$ cat src/rtl/serial_adder_ctrl.sv
// Bit-serial adder controller.
//
// Steps an external combinational full-adder cell (a, b, c -> x = sum, y = carry)
// across WIDTH-bit operands, one bit per clock, LSB first. The carry is held in a
// register between cycles and the sum bits are shifted in from the top.
//
// Ports:
//   clk, rst          clock (rising edge), asynchronous active-high reset
//   start             operation request, accepted in IDLE or DONE
//   op_a, op_b, cin   operands and carry-in, captured when start is accepted
//   fa_a, fa_b, fa_c  drive the cell inputs; zero outside RUN
//   fa_x, fa_y        cell sum and carry outputs
//   busy              high for the WIDTH cycles of RUN
//   done              one-cycle pulse; sum/cout carry the new result
//   sum, cout         registered result, held until the next operation completes

module serial_adder_ctrl #(
    parameter int unsigned WIDTH = 8
) (
    input  logic             clk,
    input  logic             rst,
    input  logic             start,
    input  logic [WIDTH-1:0] op_a,
    input  logic [WIDTH-1:0] op_b,
    input  logic             cin,
    output logic             fa_a,
    output logic             fa_b,
    output logic             fa_c,
    input  logic             fa_x,
    input  logic             fa_y,
    output logic             busy,
    output logic             done,
    output logic [WIDTH-1:0] sum,
    output logic             cout
);

    localparam int unsigned     CntW    = $clog2(WIDTH) + 1;
    localparam logic [CntW-1:0] CntLast = CntW'(WIDTH - 1);
    localparam logic [CntW-1:0] CntOne  = CntW'(1);

    typedef enum logic [1:0] {
        StIdle,
        StRun,
        StDone
    } state_e;

    state_e           state_q, state_d;
    logic [WIDTH-1:0] a_sh_q, a_sh_d;
    logic [WIDTH-1:0] b_sh_q, b_sh_d;
    logic [WIDTH-1:0] sum_sh_q, sum_sh_d;
    logic             carry_q, carry_d;
    logic [CntW-1:0]  cnt_q, cnt_d;
    logic [WIDTH-1:0] sum_q, sum_d;
    logic             cout_q, cout_d;
    logic             load;

    always_ff @(posedge clk or posedge rst) begin
        if (rst) begin
            state_q  <= StIdle;
            a_sh_q   <= '0;
            b_sh_q   <= '0;
            sum_sh_q <= '0;
            carry_q  <= 1'b0;
            cnt_q    <= '0;
            sum_q    <= '0;
            cout_q   <= 1'b0;
        end else begin
            state_q  <= state_d;
            a_sh_q   <= a_sh_d;
            b_sh_q   <= b_sh_d;
            sum_sh_q <= sum_sh_d;
            carry_q  <= carry_d;
            cnt_q    <= cnt_d;
            sum_q    <= sum_d;
            cout_q   <= cout_d;
        end
    end

    always_comb begin
        state_d  = state_q;
        a_sh_d   = a_sh_q;
        b_sh_d   = b_sh_q;
        sum_sh_d = sum_sh_q;
        carry_d  = carry_q;
        cnt_d    = cnt_q;
        sum_d    = sum_q;
        cout_d   = cout_q;
        load     = 1'b0;
        busy     = 1'b0;
        done     = 1'b0;
        fa_a     = 1'b0;
        fa_b     = 1'b0;
        fa_c     = 1'b0;

        unique case (state_q)
            StIdle: begin
                load = start;
            end
            StRun: begin
                busy = 1'b1;
                // Cell inputs come straight from registers, so they are stable all cycle.
                fa_a = a_sh_q[0];
                fa_b = b_sh_q[0];
                fa_c = carry_q;

                sum_sh_d            = sum_sh_q >> 1;
                sum_sh_d[WIDTH-1]   = fa_x;
                carry_d             = fa_y;
                a_sh_d              = a_sh_q >> 1;
                b_sh_d              = b_sh_q >> 1;
                cnt_d               = cnt_q + CntOne;

                if (cnt_q == CntLast) begin
                    // Publish only on the final bit so no partial result is ever visible.
                    sum_d   = sum_sh_d;
                    cout_d  = fa_y;
                    state_d = StDone;
                end
            end
            StDone: begin
                done    = 1'b1;
                load    = start;
                state_d = StIdle;
            end
            default: begin
                state_d = StIdle;
            end
        endcase

        // Accepting a new operation leaves sum/cout untouched until it completes.
        if (load) begin
            a_sh_d   = op_a;
            b_sh_d   = op_b;
            carry_d  = cin;
            cnt_d    = '0;
            sum_sh_d = '0;
            state_d  = StRun;
        end
    end

    assign sum  = sum_q;
    assign cout = cout_q;

endmodule

$ cat config.mk
export PLATFORM = sky130hd
export DESIGN_NAME = serial_adder_ctrl
export DESIGN_NICKNAME = d
export VERILOG_FILES = /design/src/rtl/serial_adder_ctrl.sv
export SDC_FILE = /design/constraint.sdc
export NUM_CORES = 1
export LEC_CHECK = 0
export ABC_AREA = 1
export CORE_ASPECT_RATIO = 0.8
export CORE_UTILIZATION = 48
export CTS_BUF_LIST = sky130_fd_sc_hd__clkbuf_2 sky130_fd_sc_hd__clkbuf_4 sky130_fd_sc_hd__clkbuf_8
export DETAILED_ROUTE_END_ITERATION = 8
export PLACE_DENSITY = 0.82
export REMOVE_ABC_BUFFERS = 1
export SLEW_MARGIN = 20
export SYNTH_ARGS = -nofsm -noshare
export SYNTH_HDL_FRONTEND = slang
export SYNTH_SLANG_ARGS = --single-unit
export TNS_END_PERCENT = 20
$ cat constraint.sdc
create_clock -name clk -period 1.1 [get_ports clk]
set_input_delay 0.275 -clock clk [delete_from_list [all_inputs] [get_ports clk]]
set_output_delay 0.275 -clock clk [all_outputs]
set_load 0.1 [all_outputs]
==> results of run 1 <==
-- state kept, by name (all words and copies together) (netlist names) --
| register | count |
|---|---|
| cnt_q | 4 |
| a_sh_q | 8 |
| state_q | 2 |
| sum | 8 |
| cout | 1 |
| b_sh_q | 8 |
| sum_sh_q | 7 |
| carry_q | 1 |
-- cell families after synthesis --
logic type / Yosys count / share of synthesized area
AND/OR/NAND/NOR: 112 / 0.2562
AO/OA/AOI/OAI: 20 / 0.08022
buffers and inverters: 40 / 0.1077
adder cells (fa/ha/maj): 1 / 0.007036
flip-flops: 39 / 0.5489
-- through the flow --
step | TNS, ns | setup slack [ns] | hold slack [ns] | instance area (sq um) | util
3_3_place_gp | -7.162 | -0.2442 | 0.4556 | 2434 | 0.6964
6_report | -8.787 | -0.3357 | 0.3449 | 2611 | 0.7472
4_1_cts | -8.250 | -0.3359 | 0.3591 | 2600 | 0.7440
3_5_place_dp | -7.687 | -0.2598 | 0.4650 | 2434 | 0.6964
5_1_grt | -11.26 | -0.3718 | 0.3723 | 2611 | 0.7472
2_1_floorplan | -8.899 | -1.012 | 0.3916 | 1728 | -
-- final timing paths --
| kind | from | end | slack, ns |
|---|---|---|---|
| max in group asynchronous | rst | sum[4]$_DFFE_PP0P_ | 0.57 |
| min in group clk | b_sh_q[7]$_DFFE_PP0P_ | b_sh_q[7]$_DFFE_PP0P_ | 0.48 |
| hold reg to reg | b_sh_q[7]$_DFFE_PP0P_ | b_sh_q[7]$_DFFE_PP0P_ | 0.48 |
| setup / recovery | state_q[1]$_DFFE_PP0P_ | busy | -0.34 |
| hold / removal | rst | b_sh_q[5]$_DFFE_PP0P_ | 0.34 |
| setup reg to reg | state_q[0]$_DFFE_PP0P_ | b_sh_q[1]$_DFFE_PP0P_ | -0.30 |
-- cell usage after synthesis, types with 2 or more instances --
cell / count
o21ai_0: 2
inv_1: 29
o21ai_2: 9
o22ai_1: 7
inv_6: 2
nand2_4: 4
nand3_1: 2
nand2_1: 98
inv_2: 4
dfrtp_1: 39
buf_6: 4
nor2_1: 7
-- worst max-delay path, stage by stage, from the launching register on --
cell and delay, ns:
dfrtp_1 0.38, inv_2 0.08, nand2_4 0.07, buf_12 0.14, inv_8 0.04, buf_12 0.16
-- routing by layer --
layer / up-vias / track usage / wire [microns]
li1: 744 / - / -
met1: 754 / 0.2879 / 1708
met2: 37 / 0.3544 / 1922
met3: 9 / 0.04129 / 129
met4: 0 / 0.08571 / 75
met5: - / 0 / 0
-- timing repair --
item	4_1_cts	5_1_grt
endpoints found under the setup margin	52	53
cloned	1	0
gates resized for setup	16	3
pin swaps	2	0
buffers inserted	2	0
-- final cells by class --
type	instances	area, sq um	area share
inverters	35	146.4	0.05606
well taps	42	52.55	0.02012
repair buffers	52	675.6	0.2587
multi-input cells	134	684.4	0.2621
flip-flops and latches	39	975.9	0.3737
clock buffers	6	76.32	0.02923
==> metrics, run 1 <==
Initial Utilization=0.5088; DRC=0; CP required=0.82 ns; Slew Limit Headroom=0.8500; Clock H-tree levels=2; flops & latches, synth=39; CTS sink cnt=39; ys async rst share=1.000; die width=70.05 microns; DP Cell Count=299; CTS buffer count=5; Worst-Skew Late Latency=0.28 ns; number of buffers added on ports=35; maximum clock frequency=696.5 MHz; ranking of synthesized cells by area=dfrtp_1 55%, nand2_1 21%, inv_1 6.1%, o21ai_2 4.4%, buf_6 2.5%; Worst setup SP type=flip-flop; MaxCap Viol Count=0; final wirelength=3836 microns; die area=3953 sq um; CP Max Fanout=4; DRT antenna net count=0; leading area contributor after synthesis=dfrtp_1; class of the worst hold path=in2async; clk buf depth=2; All-Layer GR Usage=0.2172; synth-to-layout area growth=46.87%; CTS Hold Buffers Added=0; initial antenna violation count=0; actual slew at the worst max-slew pin=0.2244 ns; FF-to-FF path depth=9; Final Max Tran Viols=0; Ant. Diodes=0; Non-Filler Instances=308; core region area=3495 sq um; DR vias/cell=5.013; Crit. End Element=output port; die height=56.44 microns; Yosys top cell area share=0.5489; Final HPWL DP=2536 microns; most frequent cells in the layout=98 x nand2_1, 39 x dfrtp_1, 28 x inv_1; Boundary Pins=36; status=finished with violations; nets=290; Clock Pin Slew Worst Setup and Hold Paths=0.07 ns; number of synthesized flops with an enable pin=0; Post-Syn Area per Cell=8.387 sq um; Final Hold Vio Count=0; clk_skew=0.004537 ns; commonest non-fill, non-tap cell in the layout=nand2_1; Starting DRT DRC Count=127; average wire per standard cell=12.45 microns; Unique masters post-synth=17; synthesized cell area=1778 sq um; Fillers=216; failing checks=negative setup slack; largest net degree at the start of global routing=40; vias in the first global route=1476; Mapped Cells=212; layout cells sized above 1=0.2594; fin crit period=1.436 ns; worst setup slack after layout=-0.3357 ns; crit path kind=reg2out; Main synth FF type=dfrtp_1; GP Congestion=0.7593; first-pass GRT wire length=6624 microns; grt total ovfl=0; sequential share of the synthesized area=0.5489; RSZ-0062 raised after global routing=true; Ys Warns=0; Initial DRT Pass Iterations=4; Vias=1544; final setup violating endpoints=53; row count=19; final worst path period share=1.305; CP arrival=1.16 ns; CTS root buf=clkbuf_8; CTS tree=built
Power of run 1 is not shown: default switching activity piles up to over one toggle a cycle in this logic, so the estimate is an artifact.
==> run 2: changes to the inputs <==
CORE_ASPECT_RATIO = 0.7   (was 0.8)
CORE_UTILIZATION = 40   (was 48)
PLACE_DENSITY = 0.69   (was 0.82)
clock period = 1.4 ns   (was 1.1 ns; I/O delays follow)
==> metrics, run 2 (synthesis gave the netlist of run 1 again) <==
die height=57.78 microns (was 56.44 microns); Initial Utilization=0.4348 (was 0.5088); status=finished with violations (unchanged); CP Cell Sequence=nor2_1 > buf_12 (was inv_2 > nand2_4 > buf_12 > inv_8 > buf_12); nets=278 (was 290); R2R Setup Slk=0.11 ns (was -0.30 ns); MaxCap Viol Count=0 (unchanged); synth-to-layout area growth=40.25% (was 46.87%); Setup TNS=-0.4689 ns (was -8.787 ns); failing checks=negative setup slack (unchanged); WP buf/inv=1 (was 4); final wirelength=3357 microns (was 3836 microns); row count=19 (unchanged); crit path max-delay cell type=dfrtp_2 (was dfrtp_1); Worst-Skew Late Latency=0.29 ns (was 0.28 ns); vias in the first global route=1334 (was 1476); class of the worst hold path=in2async (unchanged); maximum clock frequency=667.3 MHz; DR vias/cell=4.620 (was 5.013); Vias=1423 (was 1544); RSZ-0062 raised after global routing=true (unchanged); Final Max Tran Viols=0 (unchanged); most frequent cells in the layout=98 x nand2_1, 38 x dfrtp_1, 28 x inv_1 (was 98 x nand2_1, 39 x dfrtp_1, 28 x inv_1); family with the most delay on the worst path=flip-flops (was buffers and inverters); Final Hold Vio Count=0 (unchanged); CTS tree=built (unchanged); Clock H-tree levels=2 (unchanged); FF-to-FF path depth=6 (was 9); All-Layer GR Usage=0.1673 (was 0.2172); actual slew at the worst max-slew pin=0.2520 ns (was 0.2244 ns); DP Cell Count=299 (unchanged); Crit path largest cell delay=0.46 ns (was 0.38 ns); Ant. Diodes=0 (unchanged); Final Cell Area=2494 sq um (was 2611 sq um); worst setup slack after layout=-0.09866 ns (was -0.3357 ns); r2r startpoint=cnt_q[0]$_DFFE_PP0P_ (was state_q[0]$_DFFE_PP0P_); CTS sink cnt=39 (unchanged); core region area=4089 sq um (was 3495 sq um); layout cells sized above 1=0.2070 (was 0.2594); Crit. End Element=output port (unchanged); Slew Limit Headroom=0.8318 (was 0.8500); pre-CTS setup slack=-0.03371 ns (was -0.2598 ns); register area=977.2 sq um (was 975.9 sq um); final worst path period share=1.070; Worst setup SP type=flip-flop (unchanged); final setup violating endpoints=5 (was 53); CP arrival=1.15 ns (was 1.16 ns); largest net degree at the start of global routing=40 (unchanged); grt total ovfl=0 (unchanged); Non-Filler Instances=308 (unchanged); CP Max Fanout=3 (was 4); Fillers=366 (was 216); crit path kind=reg2out (unchanged); CTS buffer count=5 (unchanged); Starting DRT DRC Count=80 (was 127); DRC=0 (unchanged); average wire per standard cell=10.90 microns (was 12.45 microns); clk_skew=0.003998 ns (was 0.004537 ns); Multi-input gate area=655.6 sq um (was 684.4 sq um); Initial DRT Pass Iterations=4 (unchanged); initial antenna violation count=0 (unchanged); CP required=1.05 ns (was 0.82 ns); number of buffers added on ports=35 (unchanged); die area=4720 sq um (was 3953 sq um); fin crit period=1.499 ns; first-pass GRT wire length=5823 microns (was 6624 microns); GP Congestion=0.7615 (was 0.7593); FF-to-FF End=sum[5]$_DFFE_PP0P_ (was b_sh_q[1]$_DFFE_PP0P_); CTS root buf=clkbuf_8 (unchanged); commonest non-fill, non-tap cell in the layout=nand2_1 (unchanged); Clock Pin Slew Worst Setup and Hold Paths=0.07 ns (about the same); DRT antenna net count=0 (unchanged); Final HPWL DP=2305 microns (was 2536 microns); clk buf depth=2 (unchanged); CTS Hold Buffers Added=0 (unchanged); post-placement cell area=2346 sq um (was 2434 sq um); Boundary Pins=36 (unchanged); die width=81.69 microns (was 70.05 microns)
-- run 2: cell types whose count changed in the layout (fill, tap and decap cells not counted), moves of 2 or more --
cell        before  now
o22ai_2          4    0
nor2_2           5    0
o22ai_1          3    7
nor2_1           2    4
nor2_4           1    4
buf_4           11    4
buf_6            2    0
buf_12          18   16
clkinvlp_4       0    2
-- run 2: worst reg2reg max path: stages (launching register included) --
cell     delay (ns)
dfrtp_1        0.41
ha_1           0.19
nand2_1        0.10
nor2_4         0.13
nand2_4        0.17
nand2_1        0.13
o21ai_2        0.06
-- run 2: final cells by class --
| class | instances | share of cell area |
|---|---|---|
| flip-flops and latches | 39 | 0.3919 |
| multi-input cells | 133 | 0.2629 |
| repair buffers | 41 | 0.2248 |
| inverters | 35 | 0.05871 |
| clock buffers | 5 | 0.02760 |
| well taps | 52 | 0.02609 |
| clock inverters | 3 | 0.008028 |
-- run 2: how the worst max path moves through the flow --
| stage | start | to | slack, ns | depth (start not counted) |
|---|---|---|---|---|
| 5_1_grt | state_q[1]$_DFFE_PP0P_ | fa_a | -0.15 | 4 |
| 3_3_place_gp | start | a_sh_q[1]$_DFFE_PP0P_ | -0.005 | 8 |
| 4_1_cts | state_q[1]$_DFFE_PP0P_ | fa_c | -0.12 | 4 |
| 6_report | state_q[0]$_DFFE_PP0P_ | done | -0.1 | 2 |
| 2_1_floorplan | state_q[1]$_DFFE_PP0P_ | fa_a | -0.79 | 3 |
| 3_5_place_dp | start | cnt_q[2]$_DFFE_PP0P_ | -0.03 | 6 |
-- run 2: per-layer routing --
metal / GRT usage / vias up / wire length (microns)
met2: 0.2571 / 30 / 1597
met1: 0.2160 / 663 / 1557
met4: 0.06015 / 0 / 36
met3: 0.06457 / 5 / 165
met5: 0 / - / 0
li1: - / 725 / -
-- run 2: what timing repair did --
item / CTS / global route
gates cloned: 0 / 0
pin swaps: 1 / 1
setup buffers: 2 / 0
endpoints found under the setup margin: 5 / 35
gates resized for setup: 10 / 3
-- run 2: through the flow --
stage | hold slack [ns] | util
after floorplan | 0.4422 | -
after global placement | 0.4558 | 0.5737
after detailed placement | 0.4616 | 0.5737
after CTS | 0.4029 | 0.6077
after global routing | 0.4356 | 0.6099
final | 0.4016 | 0.6099
Power of run 2 is left out for the same reason.
